[config.mk]
export PLATFORM = sky130hd
export DESIGN_NAME = mem_port_arbiter
export DESIGN_NICKNAME = d
export VERILOG_FILES = /design/src/rtl/cpu_mem_pkg.sv /design/src/rtl/mem_arb_priority.sv /design/src/rtl/mem_port_arbiter.sv
export SDC_FILE = /design/constraint.sdc
export NUM_CORES = 1
export LEC_CHECK = 0
export CORE_ASPECT_RATIO = 2
export CORE_MARGIN = 3
export CORE_UTILIZATION = 37
export DETAILED_ROUTE_END_ITERATION = 10
export PLACE_DENSITY = 0.74
export RECOVER_POWER = 25
export SLEW_MARGIN = 0
export SYNTH_ARGS = -nofsm -noshare
export SYNTH_HDL_FRONTEND = slang
export SYNTH_SLANG_ARGS = --single-unit
[constraint.sdc]
create_clock -name i_clk -period 1.6 [get_ports i_clk]
set_input_delay 0.32 -clock i_clk [delete_from_list [all_inputs] [get_ports i_clk]]
set_output_delay 0.32 -clock i_clk [all_outputs]
set_load 0.01 [all_outputs]
[src/rtl/cpu_mem_pkg.sv]
// Shared types for the unified-memory port arbiter: FSM states, transaction
// owner and a width helper for the small internal counters.
package cpu_mem_pkg;

  typedef enum logic [2:0] {
    ST_IDLE,
    ST_ACCESS,
    ST_WAIT,
    ST_CAPTURE,
    ST_RESP
  } state_e;

  typedef enum logic [1:0] {
    OWNER_NONE,
    OWNER_IF,
    OWNER_LS
  } owner_e;

  // Bits needed to hold any value in 0..max_val (never less than one bit).
  function automatic int cnt_width(input int max_val);
    return (max_val < 2) ? 1 : $clog2(max_val + 1);
  endfunction

endpackage

[src/rtl/mem_arb_priority.sv]
// Winner selection between fetch and load/store, with the starvation counter
// that eventually forces a fetch through a continuous load/store stream.
module mem_arb_priority
  import cpu_mem_pkg::*;
#(
  parameter int STARVE_LIMIT = 4
) (
  input  logic i_clk,
  input  logic i_rst_n,
  input  logic i_arb_en,
  input  logic i_if_req,
  input  logic i_ls_req,
  output logic o_grant_if,
  output logic o_grant_ls
);

  localparam int CNT_W = cnt_width(STARVE_LIMIT);
  localparam logic [CNT_W-1:0] LIMIT = CNT_W'(STARVE_LIMIT);

  logic [CNT_W-1:0] r_starve_cnt;
  logic             w_starved;

  assign w_starved  = (r_starve_cnt == LIMIT);
  assign o_grant_if = i_if_req & (~i_ls_req | w_starved);
  assign o_grant_ls = i_ls_req & ~o_grant_if;

  // Only counts load/store wins that actually held back a waiting fetch.
  always_ff @(posedge i_clk or negedge i_rst_n) begin
    if (!i_rst_n) begin
      r_starve_cnt <= '0;
    end else if (i_arb_en) begin
      if (o_grant_if || !i_if_req) begin
        r_starve_cnt <= '0;
      end else if (o_grant_ls && !w_starved) begin
        r_starve_cnt <= r_starve_cnt + 1'b1;
      end
    end
  end

endmodule

[src/rtl/mem_port_arbiter.sv]
// Shares one single-port memory between instruction fetch and load/store,
// sequencing arbitrate / issue / latency wait / capture / respond per access.
module mem_port_arbiter
  import cpu_mem_pkg::*;
#(
  parameter int ADDR_W       = 32,
  parameter int DATA_W       = 32,
  parameter int MEM_LATENCY  = 1,
  parameter int STARVE_LIMIT = 4
) (
  input  logic              i_clk,
  input  logic              i_rst_n,
  input  logic              i_flush,
  input  logic              i_if_req,
  input  logic [ADDR_W-1:0] i_if_addr,
  output logic              o_if_gnt,
  output logic              o_if_rvalid,
  output logic [DATA_W-1:0] o_if_rdata,
  input  logic              i_ls_req,
  input  logic              i_ls_we,
  input  logic [ADDR_W-1:0] i_ls_addr,
  input  logic [DATA_W-1:0] i_ls_wdata,
  output logic              o_ls_gnt,
  output logic              o_ls_rvalid,
  output logic [DATA_W-1:0] o_ls_rdata,
  output logic              o_mem_en,
  output logic              o_mem_write_en,
  output logic [ADDR_W-1:0] o_mem_addr,
  output logic [DATA_W-1:0] o_mem_wdata,
  input  logic [DATA_W-1:0] i_mem_rdata,
  output logic              o_busy
);

  if (MEM_LATENCY < 1) begin : g_bad_latency
    $error("mem_port_arbiter: MEM_LATENCY must be at least 1");
  end

  localparam int LAT_W = cnt_width(MEM_LATENCY);
  localparam logic [LAT_W-1:0] LAT_LAST = LAT_W'(MEM_LATENCY - 1);

  state_e            r_state, w_state_next;
  owner_e            r_owner, w_owner_next;
  logic              r_cur_we, w_cur_we_next;
  logic [LAT_W-1:0]  r_lat_cnt, w_lat_next;
  logic              r_kill, w_kill_next;

  logic              r_if_gnt, w_if_gnt_next;
  logic              r_if_rvalid, w_if_rvalid_next;
  logic [DATA_W-1:0] r_if_rdata;
  logic              r_ls_gnt, w_ls_gnt_next;
  logic              r_ls_rvalid, w_ls_rvalid_next;
  logic [DATA_W-1:0] r_ls_rdata;
  logic              r_mem_en, w_mem_en_next;
  logic              r_mem_we, w_mem_we_next;
  logic [ADDR_W-1:0] r_mem_addr, w_mem_addr_next;
  logic [DATA_W-1:0] r_mem_wdata, w_mem_wdata_next;

  logic              w_arb_en;
  logic              w_if_req_eff;
  logic              w_grant_if;
  logic              w_grant_ls;
  logic              w_cap_if;
  logic              w_cap_ls;
  logic              w_fetch_inflight;

  // A flush at an arbitration point hides the fetch request for that cycle.
  assign w_arb_en     = (r_state == ST_IDLE) || (r_state == ST_RESP);
  assign w_if_req_eff = i_if_req & ~i_flush;

  mem_arb_priority #(
    .STARVE_LIMIT (STARVE_LIMIT)
  ) u_priority (
    .i_clk      (i_clk),
    .i_rst_n    (i_rst_n),
    .i_arb_en   (w_arb_en),
    .i_if_req   (w_if_req_eff),
    .i_ls_req   (i_ls_req),
    .o_grant_if (w_grant_if),
    .o_grant_ls (w_grant_ls)
  );

  assign w_fetch_inflight = (r_owner == OWNER_IF) &&
                            ((r_state == ST_ACCESS) || (r_state == ST_WAIT) ||
                             (r_state == ST_CAPTURE));

  always_comb begin
    w_state_next     = r_state;
    w_owner_next     = r_owner;
    w_cur_we_next    = r_cur_we;
    w_lat_next       = r_lat_cnt;
    w_kill_next      = r_kill;
    w_if_gnt_next    = 1'b0;
    w_if_rvalid_next = 1'b0;
    w_ls_gnt_next    = 1'b0;
    w_ls_rvalid_next = 1'b0;
    w_mem_en_next    = 1'b0;
    w_mem_we_next    = 1'b0;
    w_mem_addr_next  = r_mem_addr;
    w_mem_wdata_next = r_mem_wdata;
    w_cap_if         = 1'b0;
    w_cap_ls         = 1'b0;

    case (r_state)
      ST_IDLE, ST_RESP: begin
        w_state_next  = ST_IDLE;
        w_owner_next  = OWNER_NONE;
        w_cur_we_next = 1'b0;
        w_kill_next   = 1'b0;
        if (w_grant_ls) begin
          w_state_next     = ST_ACCESS;
          w_owner_next     = OWNER_LS;
          w_cur_we_next    = i_ls_we;
          w_ls_gnt_next    = 1'b1;
          w_mem_en_next    = 1'b1;
          w_mem_we_next    = i_ls_we;
          w_mem_addr_next  = i_ls_addr;
          w_mem_wdata_next = i_ls_wdata;
        end else if (w_grant_if) begin
          w_state_next    = ST_ACCESS;
          w_owner_next    = OWNER_IF;
          w_if_gnt_next   = 1'b1;
          w_mem_en_next   = 1'b1;
          w_mem_addr_next = i_if_addr;
        end
      end

      ST_ACCESS: begin
        if (MEM_LATENCY > 1) begin
          w_state_next = ST_WAIT;
          w_lat_next   = LAT_W'(1);
        end else begin
          w_state_next = ST_CAPTURE;
        end
      end

      ST_WAIT: begin
        if (r_lat_cnt == LAT_LAST) begin
          w_state_next = ST_CAPTURE;
        end else begin
          w_lat_next = r_lat_cnt + 1'b1;
        end
      end

      // A flush arriving in this very cycle must also suppress the response.
      ST_CAPTURE: begin
        w_state_next     = ST_RESP;
        w_cap_if         = (r_owner == OWNER_IF);
        w_cap_ls         = (r_owner == OWNER_LS) && !r_cur_we;
        w_if_rvalid_next = (r_owner == OWNER_IF) && !r_kill && !i_flush;
        w_ls_rvalid_next = (r_owner == OWNER_LS);
      end

      default: begin
        w_state_next = ST_IDLE;
        w_owner_next = OWNER_NONE;
      end
    endcase

    if (i_flush && w_fetch_inflight) begin
      w_kill_next = 1'b1;
    end
  end

  always_ff @(posedge i_clk or negedge i_rst_n) begin
    if (!i_rst_n) begin
      r_state     <= ST_IDLE;
      r_owner     <= OWNER_NONE;
      r_cur_we    <= 1'b0;
      r_lat_cnt   <= '0;
      r_kill      <= 1'b0;
      r_if_gnt    <= 1'b0;
      r_if_rvalid <= 1'b0;
      r_if_rdata  <= '0;
      r_ls_gnt    <= 1'b0;
      r_ls_rvalid <= 1'b0;
      r_ls_rdata  <= '0;
      r_mem_en    <= 1'b0;
      r_mem_we    <= 1'b0;
      r_mem_addr  <= '0;
      r_mem_wdata <= '0;
    end else begin
      r_state     <= w_state_next;
      r_owner     <= w_owner_next;
      r_cur_we    <= w_cur_we_next;
      r_lat_cnt   <= w_lat_next;
      r_kill      <= w_kill_next;
      r_if_gnt    <= w_if_gnt_next;
      r_if_rvalid <= w_if_rvalid_next;
      r_ls_gnt    <= w_ls_gnt_next;
      r_ls_rvalid <= w_ls_rvalid_next;
      r_mem_en    <= w_mem_en_next;
      r_mem_we    <= w_mem_we_next;
      r_mem_addr  <= w_mem_addr_next;
      r_mem_wdata <= w_mem_wdata_next;
      if (w_cap_if) begin
        r_if_rdata <= i_mem_rdata;
      end
      if (w_cap_ls) begin
        r_ls_rdata <= i_mem_rdata;
      end
    end
  end

  assign o_if_gnt       = r_if_gnt;
  assign o_if_rvalid    = r_if_rvalid;
  assign o_if_rdata     = r_if_rdata;
  assign o_ls_gnt       = r_ls_gnt;
  assign o_ls_rvalid    = r_ls_rvalid;
  assign o_ls_rdata     = r_ls_rdata;
  assign o_mem_en       = r_mem_en;
  assign o_mem_write_en = r_mem_we;
  assign o_mem_addr     = r_mem_addr;
  assign o_mem_wdata    = r_mem_wdata;
  assign o_busy         = (r_state != ST_IDLE);

endmodule

## Word-level counts from Yosys, hierarchy flattened

Index checks and enable logic that the tools add are counted.
W data, S select, Z words.

| storage, ports and cells | value |
|---|---|
| register bits | 145 |
| logic and storage cells | 85 |
| output and inout bits | 135 |
| input port bits | 134 |

| operators by class | value |
|---|---|
| reductions and logical operators | 25 |
| add/subtract/negate cells | 2 |
| bitwise logic cells | 7 |
| equal/unequal tests | 8 |
| multiplexer cells | 27 |

Operators by type and width:

| cell | number |
|---|---|
| $mux W32 | 2 |
| $mux W1 | 19 |
| $pmux W3 S4 | 1 |
| $mux W3 | 3 |
| $eq A3 B2 Y1 const B | 2 |
| $eq A3 B3 Y1 const B | 2 |
| $logic_and A1 B1 Y1 | 6 |
| $reduce_and A2 Y1 | 3 |
| $reduce_bool A2 Y1 | 3 |
| $logic_not A1 Y1 | 5 |
| $logic_or A1 B1 Y1 | 4 |
| $pmux W2 S2 | 1 |
| $add A3 B1 Y3 const B | 1 |
| $and A1 B1 Y1 | 3 |
| $eq A3 B1 Y1 const B | 1 |
| $logic_not A3 Y1 | 1 |
| $not A1 Y1 | 3 |
| $reduce_bool A3 Y1 | 1 |
| $reduce_or A3 Y1 | 1 |
| $eq A2 B1 Y1 const B | 1 |
| $eq A2 B2 Y1 const B | 1 |
| $mux W2 | 1 |
| $ne A2 B2 Y1 const B | 1 |
| $reduce_or A2 Y1 | 1 |
| other kinds (2) | 2 |

## Longest topological paths before layout

| depth | value |
|---|---|
| depth in word-level cells | 8 |
| depth in mapped cells | 7 |
| gate-level depth less buffers | 5 |

## By module

Synthesis repeated with hierarchy kept, for this count alone.

| unflattened totals | value |
|---|---|
| cell total of the unflattened synthesis | 364 |
| area total of the unflattened synthesis | 5,831.8 um^2 |

By module, submodules not included:

| module | cells an instance | area each (um^2) | sequential area each (um^2) | times used |
|---|---|---|---|---|
| mem_port_arbiter | 344 | 5,621.6 | 3,528.4 | 1 |
| mem_arb_priority | 20 | 210.2 | 75.1 | 1 |

## Worst setup path before layout

Ideal clock, no wire load.

| path | value |
|---|---|
| path type | register to register |
| start | reg u_priority.r_starve_cnt[0] |
| end | reg r_mem_wdata[10] (netlist: o_mem_wdata[10]) |
| setup time | 0.125 ns |
| required time | 1.475 ns |
| cell stages (with the launch flop) | 7 |
| data arrival time | 1.547 ns |
| slack | -0.072 ns |
| period minus slack after synthesis | 1.672 ns |
| path buffers | 1 |
| path through | dfrtp_1 -> inv_1 -> ha_1 -> nand4b_1 -> nand3_2 -> buf_2 -> mux2_2 |

| between the ends | value |
|---|---|
| word-level cells in the longest chain between the ends | 6 |

Ends and longest elaborated chain:

| item | line | RTL |
|---|---|---|
| from (decl) | mem_arb_priority.sv:20 | `logic [CNT_W-1:0] r_starve_cnt;` |
| from (signal assigned) | mem_arb_priority.sv:35 | `r_starve_cnt <= r_starve_cnt + 1'b1;` |
| $eq A3 B3 Y1 | mem_arb_priority.sv:23 | `assign w_starved = (r_starve_cnt == LIMIT);` |
| $or A1 B1 Y1 | mem_arb_priority.sv:24 | `assign o_grant_if = i_if_req & (~i_ls_req \| w_starved);` |
| $and A1 B1 Y1 | mem_arb_priority.sv:24 |  |
| $not A1 Y1 | mem_arb_priority.sv:25 | `assign o_grant_ls = i_ls_req & ~o_grant_if;` |
| $and A1 B1 Y1 | mem_arb_priority.sv:25 |  |
| $reduce_and A2 Y1 (no line) | -- |  |
| to (signal assigned) | mem_port_arbiter.sv:194 | `r_mem_wdata <= w_mem_wdata_next;` |
| to (decl) | mem_port_arbiter.sv:56 | `logic [DATA_W-1:0] r_mem_wdata, w_mem_wdata_next;` |

Every way passes these cells.
A chain may end at the register's enable or synchronous reset.

## Worst setup path in the final report

| path | value |
|---|---|
| start | reg u_priority.r_starve_cnt[1] |
| end | reg r_mem_wdata[21] (netlist: o_mem_wdata[21]) |

Same word-level chain as after synthesis.

==> summary.txt <==
Run status
  – Outcome: finished with violations
  – Failing checks: setup timing

CTS
  – CTS tree: yes
  – Clock sink count: 144
  – Clock-pin slew on the worst setup and hold paths: 0.06 ns
  – H-tree Lvls: 4
  – Root Buffer: clkbuf_16
  – CTS buffer count: 17
  – Clock Tree Buf Depth: 2
  – Clk_lat worst skew: 0.41 ns

STA
  – Max-slew headroom: 63.8%
  – Min Clock Period, post-route: 1.72 ns
  – Setup violations, final: 93
  – Hold Violations, Final: 0
  – Max Clock Skew: 0.00864 ns
  – Slew Limit Fails: 0
  – Unrepaired setup endpoints after global routing: yes
  – Final Cycle Share: 107%
  – Max Clk Rate: 0.583 GHz
  – Worst hold slack: 0.444 ns
  – Worst-Margin Slew: 0.542 ns
  – Setup ws final: -0.116 ns

Floorplan
  – Core area: 16400 um^2
  – Io pins: 269
  – Chip width: 97.7 um
  – Initial Util: 38.1%
  – Die Ht: 189 um
  – Die ar.: 18500 um^2
  – # rows: 66

Drt
  – DR vias: 5215
  – DR iter-0 viols: 151
  – DR pass1 iterations: 4
  – WL/cell: 21.2 um
  – Vias per inst: 5.24
  – Final wirelength: 21.1 mm
  – Antenna viol nets, final: 0
  – # DRC: 0

Critical path
  – Worst R2R Setup Slack: -0.12 ns
  – Worst reg2reg startpoint: u_priority.r_starve_cnt[1]
  – WS Path Type: flop to flop
  – Setup crit start: u_priority.r_starve_cnt[1]
  – CP max FO: 6
  – CP required: 1.89 ns
  – Setup crit end: o_mem_wdata[21]
  – CP Launch Type: flop
  – CP endpoint kind: flop
  – Cells on worst reg2reg path: 7
  – CP Data Arrival Time: 2.00 ns
  – Worst R2R End: o_mem_wdata[21]

Cells and area
  – Synthesis-to-layout area growth: 71.6%
  – Layout Utilization: 65.4%
  – Fin nets: 915
  – Diode count: 0
  – Layout cells sized above 1: 29.9%
  – Design Area, Final: 10700 um^2

GRT
  – Grt met3 use: 4.17%
  – Vias in the first global route: 5551
  – Global Route Usage Sum: 20.5%
  – Grt total ovfl: 0
  – Busiest grt layer: met2
  – GR Util met2: 38.9%
  – Global-route wire length before repair: 29.8 mm
  – GR Layer Usage met1: 21.1%
  – Pin count of the biggest net entering global routing: 54
  – Initial antenna violation count: 0

Power
  – Sw Share: 32.4%
  – Total power: 0.0182 W
  – Pwr dens: 1710 nW/um^2
  – Leakage: 5.10 nW
  – P_sw: 0.00590 W
  – Sequential power share: 34.4%
  – Clock power frac: 20.9%
  – Internal power: 0.0123 W
  – VDD IR max: 837 uV
  – Comb power frac: 44.7%

Placement
  – Final Wtd Congestion: 0.789
  – IO buf count: 268
  – Placed instance area: 9280 um^2
  – Setup WS pre-CTS: -0.266 ns
  – HPWL Detailed: 13.7 mm

Synthesis
  – Cell Area, Synth: 6230 um^2
  – Mapped Nets: 620
  – Mapped Cells: 484
  – Post-synth EDFFs: 0
  – Yosys cell types: 35
  – Primary FF master, synth: dfrtp_1
  – Synth Register Bits: 144
  – Ys async rst share: 100%
  – Mean Syn Cell Area: 12.9 um^2
  – Syn. warnings: 0
  – Post-synthesis sequential area ratio: 57.9%

Run
  – Max-Cap Viols: 0

Hold path
  – Hold Path Class: input port to async pin
## sequential cells by signal, summed over array words and instances (netlist names)
name,count
o_if_gnt,1
o_if_rdata,32
o_if_rvalid,1
o_ls_gnt,1
o_ls_rdata,32
o_ls_rvalid,1
o_mem_addr,32
o_mem_en,1
o_mem_wdata,32
o_mem_write_en,1
r_cur_we,1
r_kill,1
r_owner,2
r_state,3
u_priority.r_starve_cnt,3
## synthesized netlist by cell type, types with 2 or more instances
master     number  area (um^2)
nor3b_1         2         15.0
mux2_1          2         22.5
buf_4           3         22.5
buf_6           3         33.8
nand2_1        36          135
inv_1          41          154
a21boi_0       33          248
buf_1           2         7.51
mux2_2         94         1060
buf_2          12         60.1
dfrtp_1       144         3600
nand3_1         2         10.0
clkbuf_1       19         71.3
o221ai_1       32          280
nor2_1          4         15.0
a2bb2oi_1      32          280
o21ai_0         4         20.0
ha_1            2         25.0
## power groups by stage
stage / Clock, W / Combinational (W) / Sequential [W]
2_1_floorplan: 0 / 0.00258 / 0.00688
3_3_place_gp: 0 / 0.00754 / 0.00617
3_5_place_dp: 0 / 0.00774 / 0.00628
4_1_cts: 0.00389 / 0.00709 / 0.00619
5_1_grt: 0.00407 / 0.00868 / 0.00649
6_report: 0.00381 / 0.00816 / 0.00627
## worst min-delay path by stage
stage	from	end	cells after the start
floorplan	i_rst_n	o_if_gnt	0
global placement	i_rst_n	o_if_rdata[14]	1
detailed placement	i_rst_n	o_ls_rdata[14]	1
CTS	i_rst_n	o_if_rdata[25]	2
global route	i_rst_n	o_if_rdata[25]	2
finish	i_rst_n	o_ls_rdata[14]	2
## worst max-delay path, stage by stage, from the launching register on
cell       delay (ns)
dfrtp_1          0.38
inv_2            0.09
ha_4             0.15
nand4b_1         0.17
nand3_4          0.22
buf_12           0.14
clkbuf_16        0.14
mux2_4           0.30
## cells in the final DEF, fill, tap and decap left out, types with 2 or more instances in the layout
master / netlist / routed
inv_2: 0 / 3
nor2_1: 4 / 3
dfrtp_1: 144 / 142
inv_1: 41 / 38
a21boi_4: 0 / 2
buf_16: 0 / 2
clkdlybuf4s50_1: 0 / 131
nand2_1: 36 / 35
clkbuf_1: 19 / 4
mux2_4: 0 / 96
o221ai_2: 0 / 7
a2bb2oi_2: 0 / 12
o21ai_0: 4 / 4
nand3_1: 2 / 2
clkbuf_16: 0 / 23
buf_6: 3 / 6
clkbuf_2: 0 / 2
clkinv_2: 0 / 4
o221ai_1: 32 / 25
buf_4: 3 / 18
dlygate4sd2_1: 0 / 134
clkbuf_8: 0 / 6
buf_12: 0 / 11
dfrtp_2: 0 / 2
a21boi_1: 0 / 6
a21boi_2: 0 / 24
buf_8: 0 / 3
a2bb2oi_1: 32 / 20
## cells by family after synthesis
family                     count (synthesis)  synth area share (%)
DFF                                      144                  57.9
adders and majority gates                  2                 0.402
AOI/OAI and AO/OA                        107                  14.0
and+or+nand+nor                           54                  4.66
muxes                                     96                  17.4
xor gates and xnor gates                   1                 0.141
buffers and inverters                     80                  5.60
## per-layer routing
metal / routed length (um) / up-vias
met5: 0 / -
met4: 928 / 0
met3: 902 / 56
met2: 11900 / 227
met1: 7370 / 2612
li1: - / 2320
## layout make-up
| class | instances | area, um^2 |
|---|---|---|
| Fill cell | 1260 | 5660 |
| Multi-Input combinational cell | 260 | 2920 |
| Timing Repair Buffer | 315 | 3180 |
| Tap cell | 204 | 255 |
| Sequential cell | 144 | 3610 |
| Inverter | 41 | 154 |
| Clock buffer | 27 | 523 |
| Clock inverter | 5 | 50.0 |
## metrics by stage
step	TNS (ns)	cells
final	-6.16	996
after global routing	-11.19	996
after CTS	-3.93	983
after detailed placement	-17.06	941
after global placement	-13.67	941
after floorplan	-0.594	484
## what timing repair did
item / in CTS / in global routing
endpoints found under the hold margin: 17 / 0
hold buffers: 1 / 0
pin swaps: 4 / 22
setup endpoints to repair: 232 / 129
buffers inserted: 6 / 5
resized for setup: 175 / 170
cloned: 3 / 9
No activity file was read; power rests on OpenSTA's default activity.
